**src/rtl/mult_sequencer.sv**
```systemverilog
// ---------------------------------------------------------------------------
// mult_sequencer
//
// Iterative shift-and-add multiplier controller. It computes the low LENGTH
// bits of op_a * op_b by reusing one external LENGTH-bit adder, one multiplier
// bit per cycle. It stops early once no set multiplier bits remain, so a
// multiply takes (index of highest set bit of op_b) + 1 cycles. That is at
// least 1 and at most LENGTH.
//
// Parameters
//   LENGTH      operand / result / adder width
//   CNT_W       iteration counter width; 2**CNT_W must exceed LENGTH
//
// Ports
//   clk         system clock, rising edge
//   reset       asynchronous active-low reset, clears all state
//   start       request pulse, only looked at while idle
//   op_a        multiplicand, captured with start
//   op_b        multiplier, captured with start
//   add_a       operand A driven to the shared adder (0 when idle)
//   add_b       operand B driven to the shared adder (0 when idle)
//   add_result  combinational sum returned by the shared adder
//   busy        high while a multiply is in progress
//   done        single-cycle pulse when result is updated
//   result      registered product, held until the next completion
// ---------------------------------------------------------------------------
module mult_sequencer #(
    parameter int LENGTH = 32,
    parameter int CNT_W  = 6
) (
    input  logic              clk,
    input  logic              reset,
    input  logic              start,
    input  logic [LENGTH-1:0] op_a,
    input  logic [LENGTH-1:0] op_b,
    output logic [LENGTH-1:0] add_a,
    output logic [LENGTH-1:0] add_b,
    input  logic [LENGTH-1:0] add_result,
    output logic              busy,
    output logic              done,
    output logic [LENGTH-1:0] result
);

    typedef enum logic {
        IDLE = 1'b0,
        RUN  = 1'b1
    } state_t;

    localparam logic [CNT_W-1:0] LAST_CNT = CNT_W'(LENGTH - 1);

    state_t            r_state;
    logic [LENGTH-1:0] r_acc;
    logic [LENGTH-1:0] r_mcand;
    logic [LENGTH-1:0] r_mplier;
    logic [CNT_W-1:0]  r_cnt;
    logic [LENGTH-1:0] r_result;
    logic              r_done;

    logic              w_run;
    logic              w_last;

    assign w_run = (r_state == RUN);

    // Early exit: once the bits above the one being consumed this cycle are
    // all clear, later iterations would only add zero. The counter bound
    // covers the case where the top multiplier bit is set.
    assign w_last = (r_cnt == LAST_CNT) || (r_mplier[LENGTH-1:1] == '0);

    // The adder is held at 0 + 0 while idle so it does not toggle.
    assign add_a = w_run ? r_acc : '0;
    assign add_b = (w_run && r_mplier[0]) ? r_mcand : '0;

    assign busy   = w_run;
    assign done   = r_done;
    assign result = r_result;

    always_ff @(posedge clk or negedge reset) begin
        if (!reset) begin
            r_state  <= IDLE;
            r_acc    <= '0;
            r_mcand  <= '0;
            r_mplier <= '0;
            r_cnt    <= '0;
            r_result <= '0;
            r_done   <= 1'b0;
        end else begin
            // done is a pulse; it only survives the edge that sets it.
            r_done <= 1'b0;
            case (r_state)
                IDLE: begin
                    // Also taken in the done cycle, which gives back-to-back
                    // multiplies with no idle bubble.
                    if (start) begin
                        r_mcand  <= op_a;
                        r_mplier <= op_b;
                        r_acc    <= '0;
                        r_cnt    <= '0;
                        r_state  <= RUN;
                    end
                end
                RUN: begin
                    // Partial product for the current multiplier bit is
                    // folded in by the external adder this cycle.
                    r_acc    <= add_result;
                    r_mcand  <= r_mcand << 1;
                    r_mplier <= r_mplier >> 1;
                    r_cnt    <= r_cnt + CNT_W'(1);
                    if (w_last) begin
                        r_result <= add_result;
                        r_done   <= 1'b1;
                        r_state  <= IDLE;
                    end
                end
                default: r_state <= IDLE;
            endcase
        end
    end

endmodule

```
**config.mk**
```make
export PLATFORM = sky130hd
export DESIGN_NAME = mult_sequencer
export DESIGN_NICKNAME = d
export VERILOG_FILES = /design/src/rtl/mult_sequencer.sv
export SDC_FILE = /design/constraint.sdc
export NUM_CORES = 1
export LEC_CHECK = 0
export CORE_MARGIN = 2
export CORE_UTILIZATION = 25
export CTS_CLUSTER_DIAMETER = 80
export DETAILED_ROUTE_END_ITERATION = 7
export GPL_TIMING_DRIVEN = 0
export SYNTH_ARGS = -nofsm -noshare
export SYNTH_HDL_FRONTEND = slang
export SYNTH_SLANG_ARGS = --single-unit
```
**constraint.sdc**
```tcl
create_clock -name clk -period 2.4 [get_ports clk]
set_input_delay 0.72 -clock clk [delete_from_list [all_inputs] [get_ports clk]]
set_output_delay 0.72 -clock clk [all_outputs]
set_load 0.02 [all_outputs]
```
==> impl_metrics.yaml <==
floorplanning:
  die-width_um: 169
  placeableCoreArea_um2: 26900
  top_level_ports: 197
  row_count: 60
  initial_utilization_pct: 25.4
  die_area_um2: 28700
  dieHeight_um: 169
critical_path:
  worstPathMaxFanout: 10
  r2r_setup_slack_ps: 270
  crit_family: "buffers and inverters"
  path_class: "reg2out"
  crit_chain: "buf_8, clkbuf_16, clkbuf_8, and3_1, buf_4"
  cp_slowest_stage_delay_ps: 400
  crit_path_start_kind: "register"
  crit-reg2reg-capture: "result[2]"
  regToRegStartpoint: "r_mplier[12]"
  cp.arrival_ps: 1630
  cp.buffers_inverters: 4
  reg2regPathDepth: 6
  cp_slowest_cell: "sky130_fd_sc_hd__dfrtp_1"
  timing.critical_path.required_ps: 1680
  setup.worst_path.end_class: "output port"
yosys:
  netlist_area_um2: 6830
  synth.yosys.seq_area_share_pct: 49.8
  synth_cell_types: 31
  syn-instance-count: 684
  ys_seq_elements: 136
  synth_warnings: 0
  synth_nets: 784
  synth.avg_cell_area_um2: 9.99
sta:
  period_minus_slack_ps: 2350
  timing.final.hold_violations: 0
  setup-violations-final: 0
  skew_ps: 9.02
  clock.fmax_mhz: 426
  drv_slew: 0
  max_slew_headroom_at_the_worst_pin_pct: 55.7
  share_of_the_cycle_needed_by_the_critical_path_after_routing_pct: 97.7
  worstMarginPinSlew_ps: 664
  final.hold.worst_slack_ps: 320
route:
  drc: 0
  detailroute.via_count: 5987
  viasPerCell: 4.77
  totalWireLength_um: 22500
  drtAntennaViolNets: 0
  drt-pass1-iter-count: 4
  initialDrtViolationCount: 339
  detail_route.wl_per_cell_um: 18.0
layout:
  total_inserted_antenna_cells: 0
  synth_to_final_area_change_pct: 42.2
  postLayoutCellArea_um2: 9720
  layout.nets: 1002
  drive_gt1_share_pct: 17.5
  final_cell_count_no_fill: 1254
  layout.filler_cells: 2774
clock_network:
  cts.htree.levels: 4
  clk_root_buffer_cell: "sky130_fd_sc_hd__clkbuf_16"
  cts_num_sinks: 136
  worst_skew_pair.late_latency_ps: 410
  clk_path_buf_depth: 2
  cts.reportedPaths.clkPinSlew_ps: 60
  clock_tree_from_tritoncts: "yes"
  postCtsHoldBufs: 0
  cts_made_buffers: 17
placed_design:
  io_buf_count: 195
  placed_area_um2: 9240
  detailed_place_hpwl_um: 16400
  place_inst: 1221
  gp_congestion: 0.782
global_route:
  grt_start_max_net_pins: 71
  grt_pass1_vias: 6164
  grt_pass1_wl_um: 36100
  overall_global_routing_usage_pct: 16.1
  initial_antenna_violation_count: 0
  grt-ovfl-total: 0
pwr:
  total_leakage_power_nw: 4.24
  worst_vdd_ir_mv: 0.318
  total_power_w: 0.00989
  pd_cells_nw_per_um2: 1020
worst_hold_path:
  hold_class: "in2async"
run:
  drv.max_cap_violation_count: 0
run_status:
  status: "completed"
[cell families (layout without fill, tap and decap cells)]
logic type | Yosys count | count (layout) | synth area share (%)
AO/OA/AOI/OAI | 198 | 198 | 20.9
XOR/XNOR | 2 | 2 | 0.256
adder cells (fa/ha/maj) | 1 | 1 | 0.183
buffers and inverters | 66 | 295 | 4.23
flip-flops | 136 | 136 | 49.8
multiplexers | 64 | 64 | 9.37
AND/OR/NAND/NOR | 217 | 217 | 15.3
[worst max path at each step]
stage,start,end,slack (ps),cells past startpoint
after CTS,busy,add_b[31],-9,4
after detailed placement,busy,add_a[31],-1220,5
after global placement,reset,r_mcand[21],-5210,1
final,busy,add_b[8],50,5
after global routing,busy,add_b[30],-10,5
after floorplan,busy,add_b[30],110,4
[layout make-up]
class	count	area (um^2)	share of cell area, %
plain buffers	64	418	4.30
clock buffers	22	464	4.78
repair buffers	199	1700	17.5
inverters	2	7.51	0.0773
clock inverters	8	146	1.51
well taps	341	427	4.39
flip-flops and latches	136	3400	35.0
multi-input cells	482	3140	32.4
[what timing repair did]
| item | in CTS | in global routing |
|---|---|---|
| buffers inserted | 1 | 2 |
| setup endpoints to repair | 73 | 37 |
| cloned | 0 | 0 |
| resized for setup | 297 | 9 |
[flip-flops by register name, summed over array words and instances, names as in the netlist]
signal	flops
done	1
r_mplier	32
r_cnt	6
r_mcand	32
busy	1
result	32
r_acc	32
[power breakdown]
part	switching [W]	leakage (nW)	internal [W]
combinational	0.00205	2.35	0.00154
clock	0.000994	0.296	0.00178
sequential	0.000551	1.59	0.00297
[cell usage in the layout (no fill, tap or decap), types with 2 or more instances in the layout]
master                            count
sky130_fd_sc_hd__clkbuf_1            34
sky130_fd_sc_hd__mux2i_1             64
sky130_fd_sc_hd__buf_2               66
sky130_fd_sc_hd__clkbuf_2             3
sky130_fd_sc_hd__o21ai_1             98
sky130_fd_sc_hd__nand4_1              2
sky130_fd_sc_hd__clkbuf_8             8
sky130_fd_sc_hd__buf_6                5
sky130_fd_sc_hd__nor4_1               4
sky130_fd_sc_hd__nand2_1            130
sky130_fd_sc_hd__nand3_1              3
sky130_fd_sc_hd__bufinv_16            4
sky130_fd_sc_hd__nand3b_1             2
sky130_fd_sc_hd__clkdlybuf4s50_1    130
sky130_fd_sc_hd__o211ai_1            35
sky130_fd_sc_hd__and3_1              33
sky130_fd_sc_hd__clkbuf_16           19
sky130_fd_sc_hd__o211ai_2            29
sky130_fd_sc_hd__dfrtp_1            135
sky130_fd_sc_hd__nor2_1               4
sky130_fd_sc_hd__buf_4                9
sky130_fd_sc_hd__a31o_1               2
sky130_fd_sc_hd__clkinv_2             2
sky130_fd_sc_hd__buf_1                5
sky130_fd_sc_hd__buf_8                2
sky130_fd_sc_hd__clkbuf_4             2
sky130_fd_sc_hd__a2bb2oi_1           31
sky130_fd_sc_hd__nor4_2               3
sky130_fd_sc_hd__and2_1              31
sky130_fd_sc_hd__xnor2_1              2
[per-layer routing]
layer / wire length [um] / GRT usage [%] / up-vias
met1: 10500 / 21.8 / 2917
met2: 10200 / 25.3 / 175
li1: - / - / 2886
met3: 1690 / 5.32 / 9
met5: 0 / 0 / -
met4: 148 / 2.90 / 0
[stage by stage]
step / utilization (%) / TNS [ps] / worst slack (ps)
final: 36.1 / 0 / 54.7
after global routing: 36.1 / -40.9 / -10.8
after CTS: 36.0 / -9.44 / -9.12
after detailed placement: 34.4 / -63240 / -1220
after global placement: 34.3 / -766220 / -5210
after floorplan: - / 0 / 110
[synth_stat cells]
| cell type | instances | share of area (%) |
|---|---|---|
| sky130_fd_sc_hd__dfrtp_1 | 136 | 50 |
| sky130_fd_sc_hd__nand2_1 | 130 | 7.1 |
| sky130_fd_sc_hd__o21ai_1 | 98 | 7.2 |
| sky130_fd_sc_hd__mux2i_1 | 64 | 9.4 |
| sky130_fd_sc_hd__clkbuf_1 | 45 | 2.5 |
| sky130_fd_sc_hd__o211ai_1 | 35 | 3.8 |
| sky130_fd_sc_hd__and3_1 | 33 | 3.0 |
| sky130_fd_sc_hd__and2_1 | 32 | 2.9 |
| sky130_fd_sc_hd__a2bb2oi_1 | 31 | 4.0 |
| sky130_fd_sc_hd__o211ai_2 | 29 | 5.3 |
| sky130_fd_sc_hd__buf_2 | 9 | 0.66 |
| sky130_fd_sc_hd__buf_1 | 6 | 0.33 |
| sky130_fd_sc_hd__buf_6 | 4 | 0.66 |
| sky130_fd_sc_hd__nor2_1 | 4 | 0.22 |
| sky130_fd_sc_hd__nor4_1 | 4 | 0.37 |
| sky130_fd_sc_hd__nand3_1 | 3 | 0.22 |
| sky130_fd_sc_hd__nor4_2 | 3 | 0.55 |
| sky130_fd_sc_hd__a31o_1 | 2 | 0.26 |
| sky130_fd_sc_hd__nand3b_1 | 2 | 0.22 |
| sky130_fd_sc_hd__nand4_1 | 2 | 0.18 |
| sky130_fd_sc_hd__xnor2_1 | 2 | 0.26 |
| sky130_fd_sc_hd__a21oi_1 | 1 | 0.073 |
| sky130_fd_sc_hd__ha_1 | 1 | 0.18 |
| sky130_fd_sc_hd__inv_1 | 1 | 0.055 |
| sky130_fd_sc_hd__inv_2 | 1 | 0.055 |
| sky130_fd_sc_hd__nand4_2 | 1 | 0.18 |
| sky130_fd_sc_hd__nor3_1 | 1 | 0.073 |
| sky130_fd_sc_hd__o2bb2ai_1 | 1 | 0.13 |
| sky130_fd_sc_hd__o31ai_1 | 1 | 0.11 |
| sky130_fd_sc_hd__or2_1 | 1 | 0.092 |
| sky130_fd_sc_hd__or3_1 | 1 | 0.092 |
No activity file was read; power rests on OpenSTA's default activity.
